File: src/rtl/arith_pkg.sv
// arith_pkg: state encoding and borrow helper shared by the serial subtractor datapath
package arith_pkg;
  typedef enum logic [1:0] {
    IDLE = 2'd0,
    RUN  = 2'd1,
    DONE = 2'd2
  } state_t;
  function automatic logic borrow_f(input logic a, input logic b, input logic bin);
    return (~a & b) | (~a & bin) | (b & bin);
  endfunction
endpackage

File: src/rtl/full_subtractor.sv
// full_subtractor: single-bit a - b - bin cell with borrow out
module full_subtractor
  import arith_pkg::*;
(
  input  logic a,
  input  logic b,
  input  logic bin,
  output logic d,
  output logic bout
);
  assign d    = a ^ b ^ bin;
  assign bout = borrow_f(a, b, bin);
endmodule

File: src/rtl/serial_subtractor.sv
// serial_subtractor: LSB-first bit-serial a - b with held result, borrow and signed overflow
module serial_subtractor
  import arith_pkg::*;
#(
  parameter int WIDTH = 8
) (
  input  logic             clk,
  input  logic             rst,
  input  logic             start,
  input  logic [WIDTH-1:0] a,
  input  logic [WIDTH-1:0] b,
  output logic             ready,
  output logic             busy,
  output logic             done,
  output logic [WIDTH-1:0] diff,
  output logic             borrow_out,
  output logic             overflow
);
  localparam int CW = $clog2(WIDTH) + 1;
  state_t           state_q, state_d;
  logic [WIDTH-1:0] sh_a_q, sh_a_d, sh_b_q, sh_b_d, sh_d_q, sh_d_d, diff_q, diff_d;
  logic [CW-1:0]    cnt_q, cnt_d;
  logic             br_q, br_d, sa_q, sa_d, sb_q, sb_d;
  logic             done_q, done_d, bo_q, bo_d, ov_q, ov_d;
  logic             fs_d, fs_b, last;
  full_subtractor u_fs (
    .a   (sh_a_q[0]),
    .b   (sh_b_q[0]),
    .bin (br_q),
    .d   (fs_d),
    .bout(fs_b)
  );
  assign last       = (cnt_q == CW'(WIDTH - 1));
  assign ready      = (state_q == IDLE);
  assign busy       = ~ready;
  assign done       = done_q;
  assign diff       = diff_q;
  assign borrow_out = bo_q;
  assign overflow   = ov_q;
  // next state: capture on accept, one subtractor bit per RUN cycle, publish result on the last bit
  always_comb begin
    state_d = state_q;
    sh_a_d  = sh_a_q;
    sh_b_d  = sh_b_q;
    sh_d_d  = sh_d_q;
    cnt_d   = cnt_q;
    br_d    = br_q;
    sa_d    = sa_q;
    sb_d    = sb_q;
    done_d  = 1'b0;
    diff_d  = diff_q;
    bo_d    = bo_q;
    ov_d    = ov_q;
    unique case (state_q)
      IDLE: if (start) begin
        state_d = RUN;
        sh_a_d  = a;
        sh_b_d  = b;
        sh_d_d  = '0;
        cnt_d   = '0;
        br_d    = 1'b0;
        sa_d    = a[WIDTH-1];
        sb_d    = b[WIDTH-1];
      end
      RUN: begin
        sh_a_d  = sh_a_q >> 1;
        sh_b_d  = sh_b_q >> 1;
        sh_d_d  = {fs_d, sh_d_q[WIDTH-1:1]};
        br_d    = fs_b;
        cnt_d   = cnt_q + CW'(1);
        state_d = last ? DONE : RUN;
        done_d  = last;
        diff_d  = last ? {fs_d, sh_d_q[WIDTH-1:1]} : diff_q;
        bo_d    = last ? fs_b : bo_q;
        ov_d    = last ? ((sa_q != sb_q) && (fs_d != sa_q)) : ov_q;
      end
      default: state_d = IDLE;
    endcase
  end
  // state and datapath registers; reset aborts any operation without a done pulse
  always_ff @(posedge clk) begin
    if (rst) begin
      state_q <= IDLE;
      sh_a_q  <= '0;
      sh_b_q  <= '0;
      sh_d_q  <= '0;
      cnt_q   <= '0;
      br_q    <= 1'b0;
      sa_q    <= 1'b0;
      sb_q    <= 1'b0;
      done_q  <= 1'b0;
      diff_q  <= '0;
      bo_q    <= 1'b0;
      ov_q    <= 1'b0;
    end else begin
      state_q <= state_d;
      sh_a_q  <= sh_a_d;
      sh_b_q  <= sh_b_d;
      sh_d_q  <= sh_d_d;
      cnt_q   <= cnt_d;
      br_q    <= br_d;
      sa_q    <= sa_d;
      sb_q    <= sb_d;
      done_q  <= done_d;
      diff_q  <= diff_d;
      bo_q    <= bo_d;
      ov_q    <= ov_d;
    end
  end
endmodule

File: config.mk
export PLATFORM = sky130hd
export DESIGN_NAME = serial_subtractor
export DESIGN_NICKNAME = d
export VERILOG_FILES = /design/src/rtl/arith_pkg.sv /design/src/rtl/full_subtractor.sv /design/src/rtl/serial_subtractor.sv
export SDC_FILE = /design/constraint.sdc
export NUM_CORES = 1
export LEC_CHECK = 0
export BUFFER_PORTS_ARGS = -buffer_cell sky130_fd_sc_hd__buf_4
export CAP_MARGIN = 20
export CORE_MARGIN = 4
export CORE_UTILIZATION = 50
export DETAILED_ROUTE_END_ITERATION = 6
export PLACE_DENSITY = 0.81
export SETUP_SLACK_MARGIN = 0.2
export SLEW_MARGIN = 5
export SYNTH_ARGS = -nofsm -noshare
export SYNTH_HDL_FRONTEND = slang
export SYNTH_SLANG_ARGS = --single-unit
File: constraint.sdc
create_clock -name clk -period 1.5 [get_ports clk]
set_clock_uncertainty 0.2 [all_clocks]
set_input_delay 0 -clock clk [delete_from_list [all_inputs] [get_ports clk]]
set_output_delay 0 -clock clk [all_outputs]
set_load 0.02 [all_outputs]
==> results.md <==
- DR vias/cell: 6.095
- #FFs+latches synth: 43
- Synthesis-to-finish area growth: 57.47%
- Worst stage delay on the critical path: 590 ps
- Avg Synthesized Cell Area: 8.671 sq um
- Failing checks: negative setup slack
- Clk sink count: 43
- Clock-pin slew on the worst setup and hold paths: 80 ps
- Storage element area: 879.6 sq um
- R2R setup slack: -280 ps
- Synth Area in Compound Gates: 24.32%
- Setup crit end kind: register
- CP Class: reg -> reg
- DP HPWL: 2777 microns
- Die X-Extent: 71.02 microns
- Drt pass-1 iters: 5
- DR WL/cell: 20.54 microns
- H-tree depth: 2
- Final period util: 118.9%
- Vias in the first global route: 2093
- Post-synth top cells: 43 x dfxtp_1, 34 x a21oi_1, 31 x nor2_1
- Starting density of the core: 53.04%
- Cell Area, Synth: 1986 sq um
- Utilization after layout: 83.52%
- CP Buf/Inv Count: 1
- IO Port Bufs: 31
- Clk root buf: clkbuf_8
- Synth top area cells: dfxtp_1 43%, a21oi_1 8.6%, nor2_1 5.9%, o221a_2 4.0%, a22oi_1 3.0%
- Max-cap violations: 0
- Leakage power: 0.001230 uW
- Synth area leader: dfxtp_1
- Die area: 5044 sq um
- Slew Viols, Final: 0
- Worst Tran Pin Value: 479.4 ps
- Most used DFF post-synth: dfxtp_1
- Residual DRC: 0
- Post-Synth Adder-Cell Area: 1.638%
- Max-slew headroom: 68.04%
- Chip Height: 71.02 microns
- CTS Buffer Depth: 2
- Slowest CP cell: fa_2
- Worst-Skew Late Latency: 310 ps
- Synth warn: 0
- CTS tree: yes
- Startpoint Class: register
- Core ar.: 3744 sq um
- Multi-input gate area: 1209 sq um
- Fraction of layout cells with a size suffix above 1: 48.33%
- Post-Route WL: 7148 microns
- Post-synth EDFFs: 0
- Worst min path class: in -> reg
- Total grt overflow: 0
- Total CTS buffers: 5
- Post-route ant nets: 0
- Largest net degree at the start of global routing: 45
- Mux cell area share after synthesis: 1.008%
- Post-synthesis xor/xnor area fraction: 0%
- Simple-gate share of the synthesized area: 20.48%
- RSZ-0062 raised after global routing: true
- Syn Nets: 250
- Final nets: 320
- Routability Congestion: 0.7741
- Arr. time, crit path: 1800 ps
- Run status: complete, but fails checks
- Diodes inserted: 0
- First-pass GRT wire length: 10320 microns
- Worst-path cell chain: inv_2, fa_2, and3b_2, a21oi_2, a211oi_2
- Pwr Density: 798.8 nW/um^2
- Yosys top cell area share: 43.35%
- Total Routing Usage GR: 26.37%
- Final worst setup slack: -284.0 ps
- Most common cell in the synthesized netlist: dfxtp_1
- Largest family of logic cells by synthesized area: compound AO/OA/AOI/OAI gates
- Std cell rows: 22
- Post-synthesis cell type count: 38
- First DRT Iteration DRCs: 194
- Register area share after synthesis: 43.35%
- Clock period minus worst slack: 1784 ps
- CP required: 1520 ps
- Via count: 2121
- Initial antenna violation count: 0
- Ys async rst share: 0%
- Worst hold slack: 69.90 ps
- F_max: 560.5 MHz
- I/O pin count: 32
- Setup TNS: -747.8 ps
- Fillers: 191
- Mapped Cells: 229
- # setup viols final: 5
- VDD IR-drop max: 0.0007040 V
- Critical-path maximum fanout: 3
- CP delay by family, top: adder cells
- Hold Fails Final Rpt: 0
==> flip-flops by register name, indices dropped and copies added, names as in the netlist <==
signal and count:
diff 8, state_q 2, sb_q 1, cnt_q 4, br_q 1, sh_b_q 8, borrow_out 1, sh_a_q 8
sa_q 1, overflow 1, sh_d_q 7, done 1
==> layout by cell type (no fill, tap or decap), types with 3 or more instances in the layout <==
cell	instances
buf_8	4
clkbuf_8	5
nor3_1	7
a21oi_1	22
nand2b_1	5
o22a_1	3
a22oi_2	8
dlygate4sd3_1	17
or3b_1	4
nor2b_1	3
o221a_2	6
nand3_2	7
nand2_2	3
clkinv_2	3
nor2_4	5
inv_1	8
buf_6	18
dfxtp_4	4
dfxtp_2	3
buf_4	40
o21ai_1	8
dfxtp_1	36
a21oi_2	12
inv_2	3
buf_12	3
nor2_1	25
==> cells by family (layout without fill, tap and decap cells) <==
| kind of cell | count (synthesis) | after routing |
|---|---|---|
| compound gates | 73 | 73 |
| fa+ha+maj | 2 | 2 |
| buf+inv | 32 | 103 |
| flops | 43 | 43 |
| mux | 2 | 2 |
| simple gates | 77 | 77 |
==> path summary, 6_finish.rpt <==
| path | from | endpoint | depth (start not counted) |
|---|---|---|---|
| worst max register to register | br_q$_SDFFE_PP0P_ | overflow$_SDFFE_PP0P_ | 5 |
| worst min register to register | diff[1]$_SDFFE_PP0P_ | diff[1]$_SDFFE_PP0P_ | 2 |
| worst max-delay path | br_q$_SDFFE_PP0P_ | overflow$_SDFFE_PP0P_ | 5 |
| worst min-delay path | start | sh_a_q[1]$_SDFFE_PP0P_ | 3 |
==> routing by layer <==
layer  share of wire (%)  up-vias  track usage, %
met5                   0        -               0
met4                 4.0        0           13.15
met3                 6.8       29           8.381
met2                  50      107           43.77
met1                  39     1035           30.48
li1                    -      950               -
==> final cells by class <==
type	count	area share, %
clock buffers	5	2.201
clock inverters	3	0.4802
inverters	11	1.321
multi-input cells	154	38.66
flip-flops and latches	43	28.13
well taps	48	1.921
repair buffers	84	27.29
==> power breakdown <==
group,internal (uW),total [uW],switching (uW)
Combinational,281,534,253
Clock,319,729,411
Sequential,1190,1230,47.0
==> metrics by stage <==
step | cells | setup WS, ps | area, sq um | power [uW]
detailed placement | 302 | -134.3 | 2315 | 1574
finish | 348 | -284.0 | 3127 | 2498
floorplan | 229 | -64.33 | 2018 | 1476
global placement | 302 | -71.25 | 2315 | 1567
global route | 348 | -310.4 | 3127 | 2585
CTS | 342 | -147.3 | 2943 | 2408
==> worst reg2reg max path, cell delays in order (launching register included) <==
cell and delay [ps]:
dfxtp_2 340, inv_2 40, fa_2 590, and3b_2 200
a21oi_2 40, a211oi_2 270
==> timing repair <==
| item | 4_1_cts | 5_1_grt |
|---|---|---|
| buffers inserted | 12 | 5 |
| pin swaps | 41 | 17 |
| gates resized for setup | 65 | 38 |
| endpoints found under the setup margin | 44 | 45 |
| gates cloned | 4 | 0 |
| hold buffers | 16 | 1 |
| hold endpoints to repair | 40 | 20 |
Note: power is estimated with default switching activity, not from simulation.
